**config.mk**
```make
export PLATFORM = sky130hd
export DESIGN_NAME = cpu_core
export DESIGN_NICKNAME = d
export VERILOG_FILES = /design/src/rtl/cpu_core.sv
export SDC_FILE = /design/constraint.sdc
export NUM_CORES = 1
export LEC_CHECK = 0
export ABC_AREA = 1
export CORE_MARGIN = 5
export CORE_UTILIZATION = 45
export DETAILED_ROUTE_END_ITERATION = 6
export MAX_ROUTING_LAYER = met4
export PLACE_DENSITY = 0.65
export SLEW_MARGIN = 10
export SYNTH_ARGS = -nofsm -noshare
export SYNTH_HDL_FRONTEND = slang
export SYNTH_SLANG_ARGS = --single-unit
```
**constraint.sdc**
```tcl
create_clock -name clk -period 11.45 [get_ports clk]
set_clock_uncertainty 0.05 [all_clocks]
set_input_delay 1.145 -clock clk [delete_from_list [all_inputs] [get_ports clk]]
set_output_delay 1.145 -clock clk [all_outputs]
set_load 0.01 [all_outputs]
```
**src/rtl/cpu_core.sv**
```systemverilog
// cpu_core: two-stage (fetch / execute) 16-bit word-addressed RISC core.
// Fetch drives iaddr = PC; execute decodes idata one cycle later.
// Loads stall one cycle (load-wait); taken branches/JAL squash one slot.
// Optional macro CPU_MUL_EN: op 9 becomes a single-cycle MUL (else NOP).
module cpu_core #(
  parameter logic [15:0] RESET_PC = 16'h0000
) (
  input  logic        clk,
  input  logic        rst,
  output logic [15:0] iaddr,
  input  logic [15:0] idata,
  output logic [15:0] waddr,
  output logic [15:0] wdata,
  output logic        we,
  output logic [15:0] raddr,
  input  logic [15:0] rdata,
  output logic        re
);

  typedef struct packed {
    logic [3:0] op;
    logic [2:0] rd;
    logic [2:0] ra;
    logic [2:0] rb;
    logic [2:0] fn;
  } insn_t;

  logic [15:0] pc, ex_pc;
  logic        ex_vld, ld_wait;
  logic [2:0]  ld_rd;
  logic [15:0] rf [8];

  insn_t       ins;
  logic [15:0] ra_v, rb_v, rd_v, imm6, imm9, maddr, alu;
  logic        wr_en, taken, we_c, re_c;
  logic [15:0] wr_val, target;

  assign ins   = insn_t'(idata);
  assign imm6  = {{10{idata[5]}}, idata[5:0]};
  assign imm9  = {{7{idata[8]}}, idata[8:0]};
  assign ra_v  = (ins.ra == 3'd0) ? 16'h0000 : rf[ins.ra];
  assign rb_v  = (ins.rb == 3'd0) ? 16'h0000 : rf[ins.rb];
  assign rd_v  = (ins.rd == 3'd0) ? 16'h0000 : rf[ins.rd];
  assign maddr = ra_v + imm6;

  // register-register ALU selected by fn
  always_comb begin
    alu = 16'h0000;
    case (ins.fn)
      3'd0:    alu = ra_v + rb_v;
      3'd1:    alu = ra_v - rb_v;
      3'd2:    alu = ra_v & rb_v;
      3'd3:    alu = ra_v | rb_v;
      3'd4:    alu = ra_v ^ rb_v;
      3'd5:    alu = ra_v << rb_v[3:0];
      3'd6:    alu = ra_v >> rb_v[3:0];
      3'd7:    alu = ($signed(ra_v) < $signed(rb_v)) ? 16'h0001 : 16'h0000;
      default: alu = 16'h0000;
    endcase
  end

  // execute-stage decode: writeback value, redirect, memory strobes
  always_comb begin
    wr_en  = 1'b0;
    wr_val = 16'h0000;
    taken  = 1'b0;
    target = 16'h0000;
    we_c   = 1'b0;
    re_c   = 1'b0;
    if (ex_vld) begin
      case (ins.op)
        4'd0: begin wr_en = 1'b1; wr_val = alu; end
        4'd1: begin wr_en = 1'b1; wr_val = ra_v + imm6; end
        4'd2: begin wr_en = 1'b1; wr_val = imm9; end
        4'd3: begin wr_en = 1'b1; wr_val = {idata[7:0], rd_v[7:0]}; end
        4'd4: re_c = 1'b1;
        4'd5: we_c = 1'b1;
        4'd6: begin taken = (rd_v == 16'h0000); target = ex_pc + 16'd1 + imm9; end
        4'd7: begin taken = (rd_v != 16'h0000); target = ex_pc + 16'd1 + imm9; end
        // target uses ra_v read before the link lands, so JAL r1,r1 jumps to old r1
        4'd8: begin wr_en = 1'b1; wr_val = ex_pc + 16'd1; taken = 1'b1; target = ra_v; end
`ifdef CPU_MUL_EN
        4'd9: begin wr_en = 1'b1; wr_val = ra_v * rb_v; end
`endif
        default: ;
      endcase
    end
  end

  // outputs are forced quiet while reset is held, even before the first reset edge
  assign iaddr = rst ? pc : RESET_PC;
  assign we    = rst & we_c;
  assign re    = rst & re_c;
  assign waddr = we ? maddr : 16'h0000;
  assign wdata = we ? rd_v  : 16'h0000;
  assign raddr = re ? maddr : 16'h0000;

  // PC / pipeline control: load holds PC once, load-wait resumes fetch, redirect squashes
  always_ff @(posedge clk) begin
    if (!rst) begin
      pc      <= RESET_PC;
      ex_pc   <= RESET_PC;
      ex_vld  <= 1'b0;
      ld_wait <= 1'b0;
      ld_rd   <= 3'd0;
    end else if (ld_wait) begin
      ld_wait <= 1'b0;
      ex_vld  <= 1'b1;
      ex_pc   <= pc;
      pc      <= pc + 16'd1;
    end else if (re_c) begin
      ld_wait <= 1'b1;
      ld_rd   <= ins.rd;
      ex_vld  <= 1'b0;
    end else if (taken) begin
      pc      <= target;
      ex_vld  <= 1'b0;
    end else begin
      ex_vld  <= 1'b1;
      ex_pc   <= pc;
      pc      <= pc + 16'd1;
    end
  end

  // register file: r0 stays zero; load data lands in the load-wait cycle
  always_ff @(posedge clk) begin
    if (!rst) begin
      for (int i = 0; i < 8; i++) rf[i] <= 16'h0000;
    end else if (ld_wait) begin
      if (ld_rd != 3'd0) rf[ld_rd] <= rdata;
    end else if (wr_en && ins.rd != 3'd0) begin
      rf[ins.rd] <= wr_val;
    end
  end

endmodule

```
# After elaboration in Yosys (flattened, before gate mapping)
# Memory sizes are Yosys's and may differ from the RTL's.
# Cells that the tools add are included.
# classes
add_sub_neg	6
multipliers	0
n_div	0
magnitude_cmp	1
eq_ne	17
n_shift	2
n_mux	46
bitwise	7
reduce_logical	17
# op_table
op	n
16-bit 2-to-1 mux	17
16-bit case mux with 8 select lines	1
16-bit case mux with 5 select lines	1
16-bit adder	3
16-bit by 1-bit adder with 16-bit output, second input constant	2
16-bit case mux with 2 select lines	1
16-bit OR reduction	2
1-bit 2-to-1 mux	23
16-bit bitwise AND	1
4-bit by 3-bit equality test with 1-bit output, second input constant	4
16-bit logical NOT	1
16-bit less-than comparator	1
16-bit OR	1
16-bit nonzero test	1
16-bit by 4-bit << shifter with 16-bit output	1
16-bit by 4-bit >> shifter with 16-bit output	1
16-bit subtractor	1
16-bit XOR	1
3-bit equality test, second input constant	4
3-bit logical NOT	4
4-bit by 2-bit equality test with 1-bit output, second input constant	2
3-bit by 2-bit equality test with 1-bit output, second input constant	2
3-bit 2-to-1 mux	2
3-bit nonzero test	2
12 further kinds	17
# word_totals
regBits	37
latchBits	0
ram_bits	128
romBits	0
inputBits	34
output_inout_bits	66
word_cells	102
memories	1
# mem_list
name	depth	width	read_ports	rd_clocked_by_memory_dff	wr	line_no	source
rf	8	16	3	0	8	31	logic [15:0] rf [8];

# Longest topological paths before layout
# logic_depth
depth_word	11
ltp_mapped	26
ltp_nobuf	24

# Worst setup path before layout
# Ideal clock, no wire load.
# synth_timing
kind	input to output
start	input port idata[8]
end	output port raddr[10]
t_arrival_ns	3.757
required_ns	10.255
slack_ns	6.498
cell_stages	17
path_cell_list	buf_2 > clkinv_1 > nand3_2 > buf_4 > nand3_1 > inv_1 > ha_1 > inv_1 > fa_1 > inv_1 > nand3_1 > nand2_1 > a21oi_1 > o21ai_0 > a21oi_1 > xor2_1 > nor2_1
# synth_via
elab_chain_len	4
word_cells_on_any_way	5
# synth_lines
element	line_no	source
start: declaration	11	input logic [15:0] idata,
memory read 8 x 16 bit / 3-bit logical NOT (equally long branches)	-	
16-bit 2-to-1 mux (*)	41	assign ra_v = (ins.ra == 3'd0) ? 16'h0000 : rf[ins.ra];
16-bit adder (*)	44	assign maddr = ra_v + imm6;
16-bit 2-to-1 mux (*)	96	assign raddr = re ? maddr : 16'h0000;
end: declaration	15	output logic [15:0] raddr,
# Mark *: on every way between the ends. The rest lies on a longest branch, timed or not.

# Worst setup path after layout
# layout_timing
start	input port idata[7]
end	output port waddr[15]
# layout_via
elab_chain_len	4
word_cells_on_any_way	5
# layout_lines
element	line_no	source
memory read 8 x 16 bit / 3-bit logical NOT (equally long branches)	-	
16-bit 2-to-1 mux (*)	41	
16-bit adder (*)	44	
16-bit 2-to-1 mux (*)	94	assign waddr = we ? maddr : 16'h0000;
end: declaration	12	output logic [15:0] waddr,
# Marks and branches as above.

==> results by group <==
Place
  – GP Congestion: between 1 and 1.5
  – Placed Area: 17500 um2
  – Pre-CTS WS: 4.26 ns
  – Post-DP HPWL: 52500 um
  – Port Buffers: 99

Setup path
  – CP Capture Type: primary output
  – CP max FO: 43
  – CP delay by family, top: buffers and inverters
  – Arr. time, crit path: a little over 6 ns
  – Critical Path RT: between 10 and 15 ns
  – Critical Path Start Type: input port
  – Number of buffers and inverters on the critical path: 7
  – Worst setup path class: in -> out
  – CP Cell Sequence: buf_2 -> buf_4 -> clkinv_1 -> buf_4 -> nand3_2 -> nand3_1 -> inv_1 -> ha_1 -> a21o_1 -> a21oi_1 -> o21bai_1 -> a221oi_1 -> xor2_1 -> inv_1 -> nor2_1 -> clkdlybuf4s50_1
  – Largest stage delay on the critical path: around 0.57 ns
  – CP max stage cell: clkdlybuf4s50_1

Route
  – DRT antenna net count: 0
  – 1st-pass router iterations: 6
  – Vias: roughly 19000
  – Final wirelength: 71300 um
  – DR DRC count: 0
  – Drt initial violations: 2440
  – WL per Instance: 23.5 um
  – Vias/cell: 6.16

Global routing
  – Vias in the first global route: 17400
  – Congestion Overflow GR: 0
  – First-pass GRT wire length: 106000 um
  – Overall Global Routing Usage: 0.349
  – Initial antenna violation count: 1
  – Largest net degree at the start of global routing: 112

Clocking
  – Total CTS buffers: 17
  – CTS tree: yes
  – Post-CTS setup buffer count: 0
  – Worst-Skew Late Latency: 0.46 ns
  – Clk sinks: 165
  – CTS Root Cell: clkbuf_16
  – Cts hold-fix bufs: 0
  – PostCTS Resize Cnt: 0
  – Clock Path Buffers: 2
  – Reg clk slew, reported paths: 0.09 ns
  – H-tree depth: 4

Power and ir drop
  – Int Pwr: 1.17 mW
  – Switch share: 0.418
  – Clk network pwr share: 0.293
  – Comb power frac: 0.364
  – P_leak: between 8 and 9 nW
  – Worst vdd ir: 0.104 mV
  – Seq pwr share: 0.343
  – NetSw: 0.837 mW
  – Overall power: 2.00 mW
  – P per Cell Area: between 100 and 150 nW/um2

Final layout
  – Cell area after layout: 18100 um2
  – Final nets: ~2700
  – Area grow syn2layout: 10.7%
  – FILL cells: 3715
  – Layout cell share with drive strength beyond 1: 0.0362
  – Core Util, Final: 0.506

Synth
  – Synth Warn #: 0
  – Dominant cells by area after synthesis: edfxtp_1, nand3_1, nand2_1, inv_1, nor2_1
  – Yosys top cell area share: 0.236
  – Mapped Area: ~16000 um2
  – Cell variety after synth: 48
  – Avg Inst Size Synth: 6.42 um2
  – Synthesized flop and latch total: 165
  – Synth area leader: edfxtp_1
  – Most common cell in the netlist: nand2_1
  – EDFF count, synth: 128
  – Post-synth ARST share: 0
  – Register area share after synthesis: 0.281
  – Synth Flop Type: edfxtp_1
  – Commonest cells post-synth: nand2_1, nand3_1, inv_1, nor2_1, a21oi_1
  – Cells after synthesis: about 2500

Flow run
  – Max Cap Viol: 0

STA
  – Final hold viol count: 0
  – Worst setup margin: 4.17 ns
  – Period utilization: 0.636
  – Slew Limit Fails: 0
  – Fmax: around 140 MHz
  – RSZ-0062 raised after global routing: no
  – Setup Viol. Count Final: 0
  – Setup TNS: 0 ns
  – Final min period: about 7.3 ns
  – Worst rel slew slack: 0.189
  – Worst-Margin Slew: 1.21 ns

Outcome
  – Status: complete, no violations

Floorplan
  – Initial Utilization: 0.457
  – Row Count: 69
  – Core ar.: 35700 um2
  – Die area: roughly 40000 um2
  – Die width: 200 um
  – I/O pin count: 100
  – Die Y: ~200 um

Min path
  – Hold WC Path Type: reg -> reg
==> stage by stage <==
stage               hold WS [ns]  cells
floorplan                  0.390   2554
global placement           0.419   3000
detailed placement         0.426   3000
CTS                        0.441   3032
global route               0.478   3033
finish                     0.445   3033
==> area by class of cell <==
type                            count  area, um2  area share
Inverter                          312       1170      0.0649
Timing Repair Buffer              122       1130      0.0628
Tap cell                          461        577      0.0320
Clock inverter                     15        153     0.00846
Multi-Input combinational cell   1940      10000       0.554
Antenna cell                        1       2.50    0.000139
Sequential cell                   165       4580       0.254
Clock buffer                       17        425      0.0236
==> cell families after synthesis <==
logic type | share of synthesized area
flops | 0.281
xor+xnor | 0.0226
other cells | 0.000230
buf+inv | 0.110
fa+ha+maj | 0.0670
simple gates | 0.331
compound gates | 0.189
==> power by group through the flow <==
stage	combinational [mW]	clock, mW	sequential, mW
2_1_floorplan	0.476	0	0.693
3_3_place_gp	0.709	0	0.699
3_5_place_dp	0.706	0	0.699
4_1_cts	0.710	0.582	0.686
5_1_grt	0.791	0.604	0.690
6_report	0.730	0.586	0.687
==> state kept, by name, summed over array words and instances (netlist names) <==
signal	flops
pc	16
ld_rd	3
ex_vld	1
ld_wait	1
rf	128
ex_pc	16
==> final timing paths <==
path | startpoint | slack (ns) | endpoint | depth (start not counted)
max | idata[7] | 4.17 | waddr[15] | 16
min | ex_pc[3]$_SDFFE_PN0P_ | 0.45 | ex_pc[3]$_SDFFE_PN0P_ | 2
max reg2reg | rf[5][9]$_SDFFCE_PN0P_ | 7.05 | rf[3][0]$_SDFFCE_PN0P_ | 20
min reg2reg | ex_pc[3]$_SDFFE_PN0P_ | 0.45 | ex_pc[3]$_SDFFE_PN0P_ | 2
==> worst min-delay path, cell delays in order, from the launching register on <==
cell and delay (ns):
dfxtp_1 0.33, nand2_1 0.06, a21oi_1 0.06
==> routing by layer <==
layer  track usage  vias up  share of wire
met4         0.161        0          0.052
met3        0.0548      189          0.097
met1         0.450     8784           0.41
met2         0.543     1135           0.45
met5             -        -              0
li1              -     8580              -
==> cells in the final DEF, fill, tap and decap left out, drive strengths merged, types with 8 or more instances in the layout <==
master,instances
o21ai,193
clkinv,11
ha,81
conb,16
o22ai,18
nand4,21
nand3,378
a21oi,201
edfxtp,128
or2,19
o211ai,81
inv,316
xor2,34
clkdlybuf4s50,92
xnor2,8
nand2,495
nor3,26
dfxtp,37
buf,30
clkbuf,17
nor2,307
(Power assumes the default switching activity.)
